### src/rtl/uart_pkg.sv
`timescale 1ns/1ps
`default_nettype none
// +----------------------------------------------------------------------+
// | Module   : uart_pkg                                                  |
// | Brief    : Shared UART state encodings and default frame parameters |
// | Revision : 1.0                                                       |
// +----------------------------------------------------------------------+
package uart_pkg;

   localparam logic [1:0] IDLE  = 2'b00;
   localparam logic [1:0] START = 2'b01;
   localparam logic [1:0] DATA  = 2'b10;
   localparam logic [1:0] STOP  = 2'b11;

   localparam int DEFAULT_DATA_LENGTH  = 8;
   localparam int DEFAULT_CLKS_PER_BIT = 16;

endpackage
`default_nettype wire

### src/rtl/uart_rx_sync.sv
`timescale 1ns/1ps
`default_nettype none
// +----------------------------------------------------------------------+
// | Module   : uart_rx_sync                                              |
// | Brief    : Two-flop rx synchronizer with falling-edge detect         |
// | Revision : 1.0                                                       |
// +----------------------------------------------------------------------+
module uart_rx_sync (
   input  logic clk,
   input  logic rst,
   input  logic rx,
   output logic rx_s,
   output logic fall_edge
);

   logic r_meta;
   logic r_sync;
   logic r_prev;

   // Reset to the idle level so a line low at reset release reads as an edge
   always_ff @(posedge clk) begin
      if (rst) begin
         r_meta <= 1'b1;
         r_sync <= 1'b1;
         r_prev <= 1'b1;
      end else begin
         r_meta <= rx;
         r_sync <= r_meta;
         r_prev <= r_sync;
      end
   end

   assign rx_s      = r_sync;
   assign fall_edge = r_prev & ~r_sync;

endmodule
`default_nettype wire

### src/rtl/uart_rx.sv
`timescale 1ns/1ps
`default_nettype none
// +----------------------------------------------------------------------+
// | Module   : uart_rx                                                   |
// | Brief    : Oversampled UART receiver, 1 start / N data / 1 stop bit  |
// | Revision : 1.0                                                       |
// +----------------------------------------------------------------------+
module uart_rx
   import uart_pkg::*;
#(
   parameter int DATA_LENGTH   = DEFAULT_DATA_LENGTH,
   parameter int CLKS_PER_BIT  = DEFAULT_CLKS_PER_BIT,
   parameter int CNT_WIDTH     = $clog2(CLKS_PER_BIT),
   parameter int BIT_CNT_WIDTH = $clog2(DATA_LENGTH + 1)
) (
   input  logic                   clk,
   input  logic                   rst,
   input  logic                   rx,
   output logic [DATA_LENGTH-1:0] dout,
   output logic                   rx_valid,
   output logic                   rx_busy,
   output logic                   frame_err
);

   localparam logic [CNT_WIDTH-1:0]     c_half_last = CNT_WIDTH'(CLKS_PER_BIT / 2 - 1);
   localparam logic [CNT_WIDTH-1:0]     c_bit_last  = CNT_WIDTH'(CLKS_PER_BIT - 1);
   localparam logic [BIT_CNT_WIDTH-1:0] c_last_bit  = BIT_CNT_WIDTH'(DATA_LENGTH - 1);

   logic                     w_rx_s;
   logic                     w_fall;
   logic [1:0]               r_state;
   logic [CNT_WIDTH-1:0]     r_clk_cnt;
   logic [BIT_CNT_WIDTH-1:0] r_bit_cnt;
   logic [DATA_LENGTH-1:0]   r_shreg;

   uart_rx_sync u_sync (
      .clk       (clk),
      .rst       (rst),
      .rx        (rx),
      .rx_s      (w_rx_s),
      .fall_edge (w_fall)
   );

   always_ff @(posedge clk) begin
      if (rst) begin
         r_state   <= IDLE;
         r_clk_cnt <= '0;
         r_bit_cnt <= '0;
         r_shreg   <= '0;
         dout      <= '0;
         rx_valid  <= 1'b0;
         rx_busy   <= 1'b0;
         frame_err <= 1'b0;
      end else begin
         rx_valid  <= 1'b0;
         frame_err <= 1'b0;
         case (r_state)
            IDLE: begin
               if (w_fall) begin
                  r_state   <= START;
                  r_clk_cnt <= '0;
                  r_bit_cnt <= '0;
                  rx_busy   <= 1'b1;
               end
            end
            START: begin
               if (r_clk_cnt == c_half_last) begin
                  r_clk_cnt <= '0;
                  r_bit_cnt <= '0;
                  // A high line at mid-start is a glitch, not a frame
                  if (!w_rx_s) begin
                     r_state <= DATA;
                  end else begin
                     r_state <= IDLE;
                     rx_busy <= 1'b0;
                  end
               end else begin
                  r_clk_cnt <= r_clk_cnt + 1'b1;
               end
            end
            DATA: begin
               if (r_clk_cnt == c_bit_last) begin
                  r_clk_cnt <= '0;
                  r_shreg   <= {w_rx_s, r_shreg[DATA_LENGTH-1:1]};
                  if (r_bit_cnt == c_last_bit) begin
                     r_state   <= STOP;
                     r_bit_cnt <= '0;
                  end else begin
                     r_bit_cnt <= r_bit_cnt + 1'b1;
                  end
               end else begin
                  r_clk_cnt <= r_clk_cnt + 1'b1;
               end
            end
            STOP: begin
               if (r_clk_cnt == c_bit_last) begin
                  r_clk_cnt <= '0;
                  r_state   <= IDLE;
                  rx_busy   <= 1'b0;
                  if (w_rx_s) begin
                     dout     <= r_shreg;
                     rx_valid <= 1'b1;
                  end else begin
                     frame_err <= 1'b1;
                  end
               end else begin
                  r_clk_cnt <= r_clk_cnt + 1'b1;
               end
            end
            default: begin
               r_state   <= IDLE;
               r_clk_cnt <= '0;
               r_bit_cnt <= '0;
               rx_busy   <= 1'b0;
            end
         endcase
      end
   end

endmodule
`default_nettype wire

### config.mk
export PLATFORM = sky130hd
export DESIGN_NAME = uart_rx
export DESIGN_NICKNAME = d
export VERILOG_FILES = /design/src/rtl/uart_pkg.sv /design/src/rtl/uart_rx_sync.sv /design/src/rtl/uart_rx.sv
export SDC_FILE = /design/constraint.sdc
export NUM_CORES = 1
export LEC_CHECK = 0
export ABC_CLOCK_PERIOD_IN_PS = 2000
export CORE_ASPECT_RATIO = 1.75
export CORE_UTILIZATION = 28
export CTS_BUF_LIST = sky130_fd_sc_hd__clkbuf_4 sky130_fd_sc_hd__clkbuf_8
export CTS_CLUSTER_DIAMETER = 80
export CTS_CLUSTER_SIZE = 20
export DETAILED_ROUTE_END_ITERATION = 8
export SYNTH_ARGS = -nofsm -noshare
export SYNTH_HDL_FRONTEND = slang
export SYNTH_HIERARCHICAL = 1
export SYNTH_SLANG_ARGS = --single-unit
### constraint.sdc
create_clock -name clk -period 2 [get_ports clk]
set_input_delay 0.3 -clock clk [delete_from_list [all_inputs] [get_ports clk]]
set_output_delay 0.3 -clock clk [all_outputs]
set_load 0.03 [all_outputs]
==> metrics.yaml <==
sta:
  post-route-period-util_pct: 86.0
  hold_viol_final: 0
  setup_tns_ps: 0
  finalCriticalPeriod_ps: 1720
  max_freq_mhz: 582
  worst_slew_margin_rel_pct: 75.3
  finClkSkew_ps: 7.78
  timing.final.ws_setup_ps: 281
  tightest_slew_ps: 368
  rsz0062_at_grt: "false"
  finalSetupViolCount: 0
  slew_viol_final: 0
drt:
  drtIter0Drc: 8
  wl_um: 2730
  vias: 1110
  final_antenna_net_count: 0
  vias_per_cell: 4.96
  detail_route.first_pass.iterations: 2
  drc: 0
  wl_per_cell_um: 12.2
critical_path:
  path_class: "reg2reg"
  startpoint_type: "register"
  cp.arrival_ps: 1910
  rr_worst_depth: 5
  path_max_fanout: 4
  endpoint_kind: "register"
  r2r_slack_ps: 280
  r2r-start: "r_bit_cnt[0]"
  rr_endpoint: "r_bit_cnt[3]"
  critical_path_required_ps: 2190
run_status:
  status: "completed"
power:
  seq_power_share_pct: 49.6
  combPwrFrac_pct: 3.7
  sw_frac_of_total_pct: 19.9
  clkPwrFrac_pct: 46.7
  cell_internal_pwr_w: 0.00105
  ir_drop_mv: 0.684
  power-per-cell-area_nw_per_um2: 773
  p_leak_nw: 0.572
  p_switching_w: 0.000260
synth:
  synth_top_family_by_area: "simple AND/OR/NAND/NOR gates"
  synth_area_leader_cell: "dfxtp_1"
  synthSimpleGateAreaFrac_pct: 23.9
  synth.mux.area_fraction_pct: 12.5
  synth_top_area_share_pct: 46.9
  synth_area_leaders: "dfxtp_1, mux2i_1, nor2_1"
  synth_xor_area_share_pct: 0.642
  synth_async_sr_flop_share_pct: 0
  synth_compound_area_share_pct: 10.8
  synth_edf_count: 0
  synthTopCellsByCount: "dfxtp_1, nor2_1, mux2i_1"
  yosysWarnings: 6
  synth_most_common_cell: "dfxtp_1"
  ys_ff_latch: 32
  avgSynthCellArea_sq_um: 9.04
  synth.distinct_cells: 38
  synth_nets: 156
  ys.flop_type: "dfxtp_1"
  seq_area_frac_synth_pct: 46.9
  syn_area_sq_um: 1370
  synthAdderAreaFrac_pct: 1.83
  synthCells: 151
global_routing:
  grt_max_degree: 34
  antenna_found_initial: 0
  grt_pass1_vias: 1080
  grt_usage_pct: 12.5
  grt-ovfl-total: 0
  grt_pass1_wl_um: 4680
cts:
  cts_tree: "done"
  numCtsBuffers: 5
  cts-root-buf: "clkbuf_8"
  clock_path_buffers: 2
  cts_resized: 0
  insertion_delay_ps: 280
  htreeDepth: 2
  hold_buffers: 0
  path_clk_slew_ps: 70
  cts_setup_buffers: 0
  clock_sinks: 32
finish:
  final_core_util_pct: 36.2
  final_nets: 176
  stdcell_count: 224
  final_area_sq_um: 1690
  antenna_cells: 0
  area_growth_syn_to_layout_pct: 23.7
  drive_gt1_share_pct: 10.5
floorplanning:
  core_sq_um: 4670
  rows: 33
  initial_core_util_pct: 29.3
  io_pins: 14
  dieArea_sq_um: 5170
  die_x_um: 54.8
  dieHeight_um: 94.4
worst_hold_path:
  holdPathStages: 1
  holdPathEnd: "u_sync/rx_s"
  min_from: "u_sync/r_meta"
  hold_path_class: "reg2reg"
place:
  placed_cell_area_sq_um: 1580
  port_buffers: 13
  routabilityCongestion: 0.846
  pre_cts_ws_ps: 244
  dp_hpwl_um: 1930
  dp.cells: 216
flow_run:
  drv_cap: 0
-- stage by stage --
step,power [W],hold WS [ps]
6_report,0.00131,424
5_1_grt,0.00137,457
4_1_cts,0.00133,428
3_5_place_dp,0.000711,401
3_3_place_gp,0.000711,404
2_1_floorplan,0.000692,385
-- logic make-up (layout without fill, tap and decap cells) --
family	count (synthesis)	count (layout)
muxes	17	17
xor gates and xnor gates	1	1
and+or+nand+nor	66	66
AOI/OAI and AO/OA	23	23
DFF	32	32
buffers and inverters	10	31
adders and majority gates	2	2
-- placed cells by master, fill, tap and decap left out, types with 2 or more instances in the layout --
cell type and count:
a21o_1 2, a21oi_1 8, a31oi_1 2, buf_4 7, clkbuf_8 5, clkdlybuf4s50_1 13
dfxtp_1 32, ha_1 2, inv_1 3, mux2i_1 17, nand2_1 6, nand2b_1 2
nand3_1 7, nand3b_1 2, nor2_1 30, nor2_2 2, nor2b_1 2, nor3_1 3
o21ai_0 3, or2_1 3, or3_1 2
-- per-layer routing --
metal | GRT usage (%) | vias to the layer above | routed length, um
met5 | 0 | - | 0
met2 | 21.2 | 16 | 1460
met4 | 7.91 | 0 | 100
li1 | - | 567 | -
met3 | 2.90 | 10 | 59
met1 | 13.1 | 517 | 1110
-- sequential cells by signal (all words and copies together) (netlist names), named ones only --
name           cells
dout               8
frame_err          1
r_bit_cnt          4
r_clk_cnt          4
r_shreg            8
r_state            1
rx_busy            1
rx_valid           1
u_sync/r_meta      1
u_sync/r_prev      1
u_sync/rx_s        1
-- layout make-up --
cell class	count	area (sq um)
timing repair buffer	20	183
fill	480	2980
clock inverter	2	35.0
sequential	32	641
inverter	3	11.3
multi-input combinational	109	678
clock buffer	6	76.3
tap	52	65.1
-- power by group through the flow --
stage | combinational [W] | sequential, W | clock (W)
after floorplan | 0.0000295 | 0.000663 | 0
after global placement | 0.0000487 | 0.000662 | 0
after detailed placement | 0.0000484 | 0.000662 | 0
after CTS | 0.0000485 | 0.000648 | 0.000632
after global routing | 0.0000541 | 0.000648 | 0.000662
final | 0.0000481 | 0.000648 | 0.000610
-- how the worst max path moves through the flow --
| stage | from | endpoint | slack (ps) | depth (start not counted) |
|---|---|---|---|---|
| 2_1_floorplan | r_bit_cnt[0] | r_bit_cnt[3] | 360 | 5 |
| 6_report | r_bit_cnt[0] | r_bit_cnt[3] | 280 | 5 |
| 3_5_place_dp | rst | r_bit_cnt[3] | 240 | 4 |
| 4_1_cts | r_bit_cnt[0] | r_bit_cnt[3] | 270 | 5 |
| 5_1_grt | r_clk_cnt[1] | r_bit_cnt[3] | 190 | 5 |
| 3_3_place_gp | rst | r_bit_cnt[3] | 270 | 4 |
-- worst max-delay path, stage by stage, from the launching register on --
cell and delay (ps):
dfxtp_1 340, ha_1 230, and3b_1 200, or3_1 310, or4_1 470, o311ai_1 80
(Power assumes the default switching activity.)
